File: src/rtl/ansi_pkg.sv
// ansi_pkg: shared definitions for the ANSI/VT100 receive-path decoder.
//   - cmd_e   : decoded command codes presented on o_cmd
//   - state_e : parser states
//   - CH_*    : control/introducer byte values
//   - default_one(): "0 or missing parameter means 1" rule for cursor commands
package ansi_pkg;

    typedef enum logic [3:0] {
        CMD_PUTC = 4'd0,
        CMD_CR   = 4'd1,
        CMD_LF   = 4'd2,
        CMD_BS   = 4'd3,
        CMD_TAB  = 4'd4,
        CMD_BEL  = 4'd5,
        CMD_CUU  = 4'd6,
        CMD_CUD  = 4'd7,
        CMD_CUF  = 4'd8,
        CMD_CUB  = 4'd9,
        CMD_CUP  = 4'd10,
        CMD_ED   = 4'd11,
        CMD_EL   = 4'd12,
        CMD_RIS  = 4'd13
    } cmd_e;

    typedef enum logic [1:0] {
        ST_GROUND = 2'd0,
        ST_ESC    = 2'd1,
        ST_CSI    = 2'd2
    } state_e;

    localparam logic [7:0] CH_ESC = 8'h1B;
    localparam logic [7:0] CH_CSI = 8'h5B; // '['
    localparam logic [7:0] CH_CAN = 8'h18;
    localparam logic [7:0] CH_SUB = 8'h1A;

    function automatic logic [7:0] default_one(input logic [7:0] v, input logic seen);
        return (!seen || v == 8'd0) ? 8'd1 : v;
    endfunction

endpackage

File: src/rtl/ansi_decoder_if.sv
// ansi_decoder_if: byte-in / command-out bundle of the ANSI decoder.
//   i_byte, i_byte_v            : received byte and its one-cycle strobe
//   o_cmd, o_char, o_arg0/1     : decoded command payload
//   o_cmd_v, o_err              : one-cycle command / error strobes
// slave modport is the decoder side, master modport the byte source / consumer.
interface ansi_decoder_if;
    logic [7:0] i_byte;
    logic       i_byte_v;
    logic [3:0] o_cmd;
    logic [7:0] o_char;
    logic [7:0] o_arg0;
    logic [7:0] o_arg1;
    logic       o_cmd_v;
    logic       o_err;

    modport slave (
        input  i_byte, i_byte_v,
        output o_cmd, o_char, o_arg0, o_arg1, o_cmd_v, o_err
    );

    modport master (
        output i_byte, i_byte_v,
        input  o_cmd, o_char, o_arg0, o_arg1, o_cmd_v, o_err
    );
endinterface

File: src/rtl/ansi_param_acc.sv
// ansi_param_acc: saturating decimal accumulator for one CSI parameter.
//   clk, rst_n : clock, async active-low reset
//   clr        : zero the value and the seen flag
//   dv, digit  : append one decimal digit (0..9)
//   value      : accumulated value, clamped at PARAM_MAX
//   seen       : at least one digit received since clr
module ansi_param_acc #(
    parameter int unsigned PARAM_MAX = 255
) (
    input  logic       clk,
    input  logic       rst_n,
    input  logic       clr,
    input  logic       dv,
    input  logic [3:0] digit,
    output logic [7:0] value,
    output logic       seen
);

    logic [7:0]  value_q, value_d;
    logic        seen_q, seen_d;
    logic [11:0] next_wide;

    always_comb begin
        value_d = value_q;
        seen_d  = seen_q;
        // 255*10+9 fits in 12 bits, so the clamp sees the true product
        next_wide = 12'(value_q) * 12'd10 + 12'(digit);
        if (clr) begin
            value_d = '0;
            seen_d  = 1'b0;
        end else if (dv) begin
            seen_d  = 1'b1;
            value_d = (next_wide > 12'(PARAM_MAX)) ? 8'(PARAM_MAX) : next_wide[7:0];
        end
    end

    always_ff @(posedge clk or negedge rst_n) begin
        if (!rst_n) begin
            value_q <= '0;
            seen_q  <= 1'b0;
        end else begin
            value_q <= value_d;
            seen_q  <= seen_d;
        end
    end

    assign value = value_q;
    assign seen  = seen_q;

endmodule

File: src/rtl/ansi_decoder.sv
// ansi_decoder: parses a VT100/ANSI subset from the uart_rx byte stream into
// one command per completed sequence for termbuffer.
//   clk, rst_n : 12 MHz clock, async active-low reset
//   bus        : ansi_decoder_if.slave (byte in, registered command/error out)
// A partial ESC/CSI sequence idle for TIMEOUT_CLKS clocks is dropped with o_err.
module ansi_decoder
    import ansi_pkg::*;
#(
    parameter int unsigned TIMEOUT_CLKS = 1200000,
    parameter int unsigned PARAM_MAX    = 255
) (
    input  logic           clk,
    input  logic           rst_n,
    ansi_decoder_if.slave  bus
);

    localparam int unsigned TW = $clog2(TIMEOUT_CLKS);
    localparam logic [TW-1:0] TMO_LAST = TW'(TIMEOUT_CLKS - 1);

    state_e        state_q, state_d;
    logic [TW-1:0] timer_q, timer_d;
    logic [1:0]    idx_q, idx_d;
    logic [3:0]    cmd_q, cmd_d;
    logic [7:0]    char_q, char_d;
    logic [7:0]    arg0_q, arg0_d;
    logic [7:0]    arg1_q, arg1_d;
    logic          cmd_v_q, cmd_v_d;
    logic          err_q, err_d;

    logic       acc_clr, acc_dv0, acc_dv1;
    logic [7:0] p0, p1;
    logic       seen0, seen1;

    // payload staged by the parser, committed only when emit is set
    logic       emit;
    cmd_e       emit_cmd;
    logic [7:0] emit_char, emit_a0, emit_a1;

    logic [7:0] b;
    logic       is_digit;

    assign b        = bus.i_byte;
    assign is_digit = (b >= 8'h30) && (b <= 8'h39);

    ansi_param_acc #(.PARAM_MAX(PARAM_MAX)) u_acc0 (
        .clk(clk), .rst_n(rst_n), .clr(acc_clr), .dv(acc_dv0),
        .digit(b[3:0]), .value(p0), .seen(seen0)
    );

    ansi_param_acc #(.PARAM_MAX(PARAM_MAX)) u_acc1 (
        .clk(clk), .rst_n(rst_n), .clr(acc_clr), .dv(acc_dv1),
        .digit(b[3:0]), .value(p1), .seen(seen1)
    );

    always_comb begin
        state_d   = state_q;
        timer_d   = timer_q;
        idx_d     = idx_q;
        cmd_d     = cmd_q;
        char_d    = char_q;
        arg0_d    = arg0_q;
        arg1_d    = arg1_q;
        cmd_v_d   = 1'b0;
        err_d     = 1'b0;
        acc_clr   = 1'b0;
        acc_dv0   = 1'b0;
        acc_dv1   = 1'b0;
        emit      = 1'b0;
        emit_cmd  = CMD_PUTC;
        emit_char = '0;
        emit_a0   = '0;
        emit_a1   = '0;

        if (bus.i_byte_v) begin
            // a byte always wins over a coincident timer expiry
            timer_d = '0;
            unique case (state_q)
                ST_GROUND: begin
                    if (b >= 8'h20 && b <= 8'h7E) begin
                        emit      = 1'b1;
                        emit_cmd  = CMD_PUTC;
                        emit_char = b;
                    end else begin
                        case (b)
                            8'h0D:  begin emit = 1'b1; emit_cmd = CMD_CR;  end
                            8'h0A:  begin emit = 1'b1; emit_cmd = CMD_LF;  end
                            8'h08:  begin emit = 1'b1; emit_cmd = CMD_BS;  end
                            8'h09:  begin emit = 1'b1; emit_cmd = CMD_TAB; end
                            8'h07:  begin emit = 1'b1; emit_cmd = CMD_BEL; end
                            CH_ESC: state_d = ST_ESC;
                            default: ;
                        endcase
                    end
                end
                ST_ESC: begin
                    if (b == CH_CSI) begin
                        state_d = ST_CSI;
                        acc_clr = 1'b1;
                        idx_d   = '0;
                    end else if (b == 8'h63) begin // 'c'
                        emit     = 1'b1;
                        emit_cmd = CMD_RIS;
                        state_d  = ST_GROUND;
                    end else if (b != CH_ESC) begin
                        err_d   = 1'b1;
                        state_d = ST_GROUND;
                    end
                end
                ST_CSI: begin
                    if (is_digit) begin
                        // idx 2 means third-or-later parameter: parsed, discarded
                        acc_dv0 = (idx_q == 2'd0);
                        acc_dv1 = (idx_q == 2'd1);
                    end else if (b == 8'h3B) begin // ';'
                        if (idx_q != 2'd2) idx_d = idx_q + 2'd1;
                    end else if (b == CH_ESC) begin
                        state_d = ST_ESC;
                    end else if (b == CH_CAN || b == CH_SUB) begin
                        state_d = ST_GROUND;
                    end else if (b >= 8'h40 && b <= 8'h7E) begin
                        state_d = ST_GROUND;
                        case (b)
                            8'h41: begin emit = 1'b1; emit_cmd = CMD_CUU; emit_a0 = default_one(p0, seen0); end
                            8'h42: begin emit = 1'b1; emit_cmd = CMD_CUD; emit_a0 = default_one(p0, seen0); end
                            8'h43: begin emit = 1'b1; emit_cmd = CMD_CUF; emit_a0 = default_one(p0, seen0); end
                            8'h44: begin emit = 1'b1; emit_cmd = CMD_CUB; emit_a0 = default_one(p0, seen0); end
                            8'h48, 8'h66: begin
                                emit     = 1'b1;
                                emit_cmd = CMD_CUP;
                                emit_a0  = default_one(p0, seen0);
                                emit_a1  = default_one(p1, seen1);
                            end
                            8'h4A, 8'h4B: begin
                                if (p0 > 8'd2) begin
                                    err_d = 1'b1;
                                end else begin
                                    emit     = 1'b1;
                                    emit_cmd = (b == 8'h4A) ? CMD_ED : CMD_EL;
                                    emit_a0  = seen0 ? p0 : 8'd0;
                                end
                            end
                            default: err_d = 1'b1;
                        endcase
                    end else begin
                        err_d   = 1'b1;
                        state_d = ST_GROUND;
                    end
                end
                default: state_d = ST_GROUND;
            endcase
        end else if (state_q == ST_GROUND) begin
            timer_d = '0;
        end else if (timer_q == TMO_LAST) begin
            timer_d = '0;
            err_d   = 1'b1;
            state_d = ST_GROUND;
        end else begin
            timer_d = timer_q + TW'(1);
        end

        if (emit) begin
            cmd_v_d = 1'b1;
            cmd_d   = emit_cmd;
            char_d  = emit_char;
            arg0_d  = emit_a0;
            arg1_d  = emit_a1;
        end
    end

    always_ff @(posedge clk or negedge rst_n) begin
        if (!rst_n) begin
            state_q <= ST_GROUND;
            timer_q <= '0;
            idx_q   <= '0;
            cmd_q   <= '0;
            char_q  <= '0;
            arg0_q  <= '0;
            arg1_q  <= '0;
            cmd_v_q <= 1'b0;
            err_q   <= 1'b0;
        end else begin
            state_q <= state_d;
            timer_q <= timer_d;
            idx_q   <= idx_d;
            cmd_q   <= cmd_d;
            char_q  <= char_d;
            arg0_q  <= arg0_d;
            arg1_q  <= arg1_d;
            cmd_v_q <= cmd_v_d;
            err_q   <= err_d;
        end
    end

    assign bus.o_cmd   = cmd_q;
    assign bus.o_char  = char_q;
    assign bus.o_arg0  = arg0_q;
    assign bus.o_arg1  = arg1_q;
    assign bus.o_cmd_v = cmd_v_q;
    assign bus.o_err   = err_q;

endmodule

File: src/flat_wrapper.sv
// flat-port wrapper written by rule: the top's interface ports become plain ports
module ansi_decoder_flat import ansi_pkg::*;
#(
    parameter int unsigned TIMEOUT_CLKS = 1200000,
    parameter int unsigned PARAM_MAX    = 255
)
  (clk, rst_n, bus_i_byte, bus_i_byte_v, bus_o_cmd, bus_o_char, bus_o_arg0, bus_o_arg1, bus_o_cmd_v, bus_o_err);
  ansi_decoder_if bus_i ();
  input  logic clk;
  input  logic rst_n;
  input wire logic [$bits(bus_i.i_byte)-1:0] bus_i_byte;
  input wire logic [$bits(bus_i.i_byte_v)-1:0] bus_i_byte_v;
  output wire logic [$bits(bus_i.o_cmd)-1:0] bus_o_cmd;
  output wire logic [$bits(bus_i.o_char)-1:0] bus_o_char;
  output wire logic [$bits(bus_i.o_arg0)-1:0] bus_o_arg0;
  output wire logic [$bits(bus_i.o_arg1)-1:0] bus_o_arg1;
  output wire logic [$bits(bus_i.o_cmd_v)-1:0] bus_o_cmd_v;
  output wire logic [$bits(bus_i.o_err)-1:0] bus_o_err;
  assign bus_i.i_byte = bus_i_byte;
  assign bus_i.i_byte_v = bus_i_byte_v;
  assign bus_o_cmd = bus_i.o_cmd;
  assign bus_o_char = bus_i.o_char;
  assign bus_o_arg0 = bus_i.o_arg0;
  assign bus_o_arg1 = bus_i.o_arg1;
  assign bus_o_cmd_v = bus_i.o_cmd_v;
  assign bus_o_err = bus_i.o_err;
  ansi_decoder #(.TIMEOUT_CLKS(TIMEOUT_CLKS), .PARAM_MAX(PARAM_MAX)) u_core (.clk(clk), .rst_n(rst_n), .bus(bus_i));
endmodule
File: config.mk
export PLATFORM = sky130hd
export DESIGN_NAME = ansi_decoder_flat
export DESIGN_NICKNAME = d
export VERILOG_FILES = /design/src/rtl/ansi_pkg.sv /design/src/rtl/ansi_decoder_if.sv /design/src/rtl/ansi_param_acc.sv /design/src/rtl/ansi_decoder.sv /design/src/flat_wrapper.sv
export SDC_FILE = /design/constraint.sdc
export NUM_CORES = 1
export LEC_CHECK = 0
export CORE_MARGIN = 4
export CORE_UTILIZATION = 40
export DETAILED_ROUTE_END_ITERATION = 10
export PLACE_DENSITY = 0.58
export SLEW_MARGIN = 20
export SYNTH_ARGS = -nofsm -noshare
export SYNTH_HDL_FRONTEND = slang
export SYNTH_SLANG_ARGS = --single-unit
File: constraint.sdc
create_clock -name clk -period 3.7 [get_ports clk]
set_clock_uncertainty 0.05 [all_clocks]
set_input_delay 0.74 -clock clk [delete_from_list [all_inputs] [get_ports clk]]
set_output_delay 0.74 -clock clk [all_outputs]
set_load 0.02 [all_outputs]
== Yosys cells after proc, flatten, opt, wreduce, memory -nomap -nowiden ==
Index checks and enable logic that the tools add are counted.
Widths: inputs -> output; s select.
Word-level totals
  register bits after elaboration: 73
  output and inout port bits: 30
Cells by class
  equality and inequality tests: 35
  add/subtract/negate cells: 4
  multiply operators: 2
  $lt $le $gt $ge: 8
  muxes and demuxes: 104
  reductions and logical operators: 22
Operators by type and width (count)
  $mux 8: 28
  $eq 8x7->1 const B: 10
  $mux 21: 3
  $mux 4: 10
  $mux 1: 38
  $eq 8x4->1 const B: 4
  $mux 2: 14
  $add 12x4->12: 2
  $eq 8x5->1 const B: 3
  $gt 12x8->1 const B: 2
  $pmux 4 s6: 1
  $mul 8x3->11 const B: 2
  $add 21x1->21 const B: 1
  $eq 21x21->1 const B: 1
  $ge 8x6->1 const B: 2
  $logic_not 8->1: 2
  $pmux 8 s2: 1
  $pmux 3 s5: 1
  $pmux 4 s3: 1
  $eq 8x3->1 const B: 1
  $eq 8x6->1 const B: 1
  $ge 8x7->1 const B: 1
  $gt 8x2->1 const B: 1
  $le 8x6->1 const B: 1
  other kinds (24): 44

== Logic depth before layout (Yosys ltp) ==
  word-level depth: 11
  mapped depth: 10
  mapped depth without buffers: 9

== Cells and area by module ==
A second synthesis with hierarchy kept.
Unflattened totals
  cells, all modules: 541
  area total of the unflattened synthesis: 5241.3 um2
Modules (own cells, without submodules)
  ansi_decoder: area an instance 3467.1 um2, times used 1, sequential area each 1376.3 um2, cells each 367
  ansi_param_acc: area an instance 887.1 um2, times used 2, sequential area each 225.2 um2, cells each 87

== Worst setup path after synthesis ==
Ideal clock, no wire load.
  path kind: register to register
  start point: register u_core.u_acc1.value_q[1], in the netlist u_core.u_acc1.value[1]
  end point: register u_core.u_acc1.value_q[0], in the netlist u_core.u_acc1.value[0]
  slack: 793 ps
  path buffers: 0
  period minus slack after synthesis: 2907 ps
  setup time: 147 ps
  arrival: 2710 ps
  data required time: 3503 ps
  cell stages (with the launch flop): 10
  cells stage by stage: dfrtp_1 > ha_1 > ha_1 > fa_1 > and3_1 > a32oi_1 > nor4_1 > mux2i_1 > nor3_1 > a21oi_1
On the way
  cells in the longest elaborated chain, start to end: 6
Ends and longest elaborated chain
  start: declaration: RTL line ansi_param_acc.sv:19  | logic [7:0] value_q, value_d;
  start signal: assignment: RTL line ansi_param_acc.sv:42  | value_q <= value_d;
  $mul 8x3->11: RTL line ansi_param_acc.sv:27  | next_wide = 12'(value_q) * 12'd10 + 12'(digit);
  $add 12x4->12: RTL line ansi_param_acc.sv:27
  $gt 12x8->1: RTL line ansi_param_acc.sv:33  | value_d = (next_wide > 12'(PARAM_MAX)) ? 8'(PARAM_MAX) : next_wide[7:0];
  $mux 8: RTL line ansi_param_acc.sv:33
  $mux 8: RTL line ansi_param_acc.sv:31  | end else if (dv) begin
  $mux 8: RTL line ansi_param_acc.sv:28  | if (clr) begin
No other way between the ends. The select of a mux whose other input is x is not followed.
A chain may end at the register's enable or synchronous reset.

== Worst setup path after layout ==
  start point: input port bus_i_byte[3]
  end point: register u_core.arg0_q[7], in the netlist u_core.bus.o_arg0[7]
On the way
  cells in the longest elaborated chain, start to end: 10
  elaborated cells between the ends (all ways): 51
  classes of those cells: order compare (5); eq/ne (19); mux (20); reduce/logical (7)
Ends and longest elaborated chain
  start: declaration: RTL line flat_wrapper.sv:11  | input wire logic [$bits(bus_i.i_byte)-1:0] bus_i_byte;
  $eq 8x7->1: RTL line ansi_decoder.sv:122  | case (b)
  $reduce_or 6->1 (no source line) / $reduce_or 2->1 (equally long branches)
  $pmux 1 s2 / $pmux 8 s2 (equally long branches): RTL line ansi_decoder.sv:122
  $mux 1 / $mux 8 (equally long branches): RTL line ansi_decoder.sv:120  | end else if (b >= 8'h40 && b <= 8'h7E) begin
  $mux 1 / $mux 8 (equally long branches): RTL line ansi_decoder.sv:118  | end else if (b == CH_CAN || b == CH_SUB) begin
  $mux 1 / $mux 8 (equally long branches): RTL line ansi_decoder.sv:116  | end else if (b == CH_ESC) begin
  $mux 1 / $mux 8 (equally long branches): RTL line ansi_decoder.sv:114  | end else if (b == 8'h3B) begin
  $mux 1 / $mux 8 (equally long branches): RTL line ansi_decoder.sv:110  | if (is_digit) begin
  $pmux 1 s3 / $mux 8 (equally long branches): RTL line ansi_decoder.sv:77  | unique case (state_q)
  $mux 1 / $mux 8 (equally long branches): RTL line ansi_decoder.sv:74  | if (bus.i_byte_v) begin
  end signal: assignment: RTL line ansi_decoder.sv:187  | arg0_q <= arg0_d;
  end: declaration: RTL line ansi_decoder.sv:25  | logic [7:0] arg0_q, arg0_d;
Several ways; a longest one is shown, not always the timed one.

==> impl_metrics.toml <==
[sta]
worstMarginPinSlew_ns = 0.8404
slew_viol_final = 0
rsz0062_at_grt = "false"
tns_ns = 0
setup_viol = 0
clock.fmax_mhz = 308.4
period_needed_ns = 3.243
maxSlewHeadroom = 0.4398
min_period_over_period = 0.8764
holdWs_ns = 0.4483
postLayoutSetupSlackWorst_ns = 0.4573
finalHoldViolations = 0

[setup_path]
cp-startpoint = "bus_i_byte[3]"
worst-path-max-fanout = 16
end_kind = "flip-flop"
r2r_cells = 10
critical_path_class = "primary input to flip-flop"
cp_data_arrival_time_ns = 3.42
r2r_start = "u_core.u_acc1.value[1]$_DFFE_PN0P_"
r2r_setup_slack_ns = 0.75
start_kind = "primary input"
worstPathRequired_ns = 3.87

[drt]
first_iter_violations = 265
ant_nets = 0
wl_mm = 11.77
vias = 4079
drtPass1Iterations = 6
wl_per_cell_um = 15.72
viasPerCell = 5.446
drc = 0

[placement]
gp_congestion = 0.8908
dp.cells = 733
io_buffers = 40
post_dp_cell_area_sq_mm = 0.005572
dp_worst_setup_slack_ns = 0.1753
dp_hpwl_mm = 8.793

[cells_and_area]
area_delta_synth_final_pct = 18.74
final_layout_size_suffix_gt1_frac = 0.1033
fin_nets = 629
final_util = 0.4863
post_layout_nonfiller_instances = 749
final_area_sq_mm = 0.005866
num_antenna_cells = 0

[grt]
grt_usage = 0.1728
grt_pass1_vias = 4130
antenna_found_initial = 0
grt_pass1_wl_mm = 20.07
grt-ovfl-total = 0
grt_max_degree = 39

[logic_synthesis]
syn-num-nets = 583
synth_edf_count = 0
yosysWarnings = 0
async_reset_ff_frac = 1.000
synth.largest_area_cell = "dfrtp_1"
synthTopCellsByArea = "dfrtp_1 37%, ha_1 9.6%, a21oi_1 5.1%, nand2_1 3.9%, nor2_1 3.3%"
synth.avg_cell_area_sq_um = 9.320
synth_top_area_frac = 0.3698
synthDistinctLibCells = 68
ys_ff_latch = 73
ys.flop_type = "dfrtp_1"
synth_most_common_cell = "dfrtp_1"
synth.top_cells.by_count = "73 x dfrtp_1, 51 x nand2_1, 50 x a21oi_1"
netlist_instances = 530
ys_seq_area_frac = 0.3698
synth_area_sq_mm = 0.004940

[power_and_ir_drop]
power_density_mw_per_mm2 = 364.6
power_leakage_nw = 2.707
ir_drop_mv = 0.2367
p_total_mw = 2.138

[floorplan]
die_w_um = 119.1
io_pins = 41
num_rows = 40
core_area_sq_mm = 0.01206
die_area_sq_mm = 0.01419
die_h_um = 119.1
initial_core_util = 0.4095

[clocking]
root_buffer = "clkbuf_16"
clk-insertion-delay-late_ns = 0.34
cts_setup_buffers = 0
cts_resized = 0
cts_tree = "yes"
clk_pin_slew_ns = 0.06
postCtsHoldBufs = 0
cts_buffers = 9
htree_num_levels = 3
cts_buffer_depth = 2
clock_sinks = 73

[job]
maxCapViolCount = 0

[worst_hold_path]
min_from = "u_core.bus.o_char[3]$_DFFE_PN0P_"
hp-class = "flip-flop to flip-flop"
hold_depth = 2

[status]
status = "complete, no violations"
-- cell families (layout without fill, tap and decap cells) --
family,after synthesis,in the layout,share of synthesized area
muxes,20,20,0.05117
AOI/OAI and AO/OA,121,121,0.1606
adders and majority gates,42,42,0.1125
DFF,73,73,0.3698
and+or+nand+nor,206,206,0.2178
xor gates and xnor gates,29,29,0.05142
buffers and inverters,39,90,0.03673
-- final timing paths --
check | end
setup / recovery | u_core.bus.o_arg0[7]$_DFFE_PN0P_
hold / removal | u_core.bus.o_char[3]$_DFFE_PN0P_
setup reg to reg | u_core.u_acc1.value[0]$_DFFE_PN0P_
hold reg to reg | u_core.bus.o_char[3]$_DFFE_PN0P_
max in group asynchronous | u_core.u_acc0.value[3]$_DFFE_PN0P_
min in group asynchronous | u_core.timer_q[3]$_DFF_PN0_
-- cells in the final DEF (no fill, tap or decap), types with 4 or more instances in the layout --
cell and count:
nor2_1 43, xnor2_1 12, nand2_1 51, clkbuf_16 9, fa_1 4, a21oi_1 50
o21ai_0 22, mux2_2 8, o31ai_1 8, nand3_1 20, xor2_1 17, o21ai_1 4
dfrtp_1 73, nand2b_1 6, nor3b_1 6, clkdlybuf4s50_1 39, nand4_1 8, a21o_1 7
nor2b_1 10, buf_4 17, inv_1 16, nor4_1 7, nor3_1 13, and3_1 16
mux2_4 8, ha_1 38
-- cell type report --
cell class | instances | area, sq um
Fill cell | 1145 | 6196
Multi-Input combinational cell | 418 | 2932
Sequential cell | 73 | 1827
Timing Repair Buffer | 58 | 543.0
Clock buffer | 9 | 225.2
Tap cell | 168 | 210.2
Clock inverter | 7 | 68.82
Inverter | 16 | 60.06
-- per-layer routing --
metal | track usage | vias to the layer above | wire (um)
met5 | 0 | - | 0
met4 | 0.05141 | 0 | 179
met3 | 0.03609 | 14 | 361
met2 | 0.2904 | 73 | 5706
met1 | 0.2239 | 1979 | 5526
li1 | - | 2013 | -
-- state kept, by name, summed over array words and instances (netlist names), 2 cells and up --
register / flops
u_core.timer_q: 21
u_core.bus.o_arg0: 8
u_core.bus.o_arg1: 8
u_core.bus.o_char: 8
u_core.u_acc0.value: 8
u_core.u_acc1.value: 8
u_core.bus.o_cmd: 4
u_core.idx_q: 2
u_core.state_q: 2
-- critical path: stages --
cell	delay, ns
clkdlybuf4s50_1	0.68
nand2b_1	0.33
nor4_1	0.29
nor3b_1	0.56
a2111oi_4	0.11
nor2_8	0.32
mux2_2	0.37
-- where the power goes --
group	internal [mW]	switching [mW]	total [mW]
Combinational	0.157	0.233	0.391
Clock	0.520	0.352	0.873
Sequential	0.844	0.0310	0.875
Note: power is estimated with default switching activity, not from simulation.
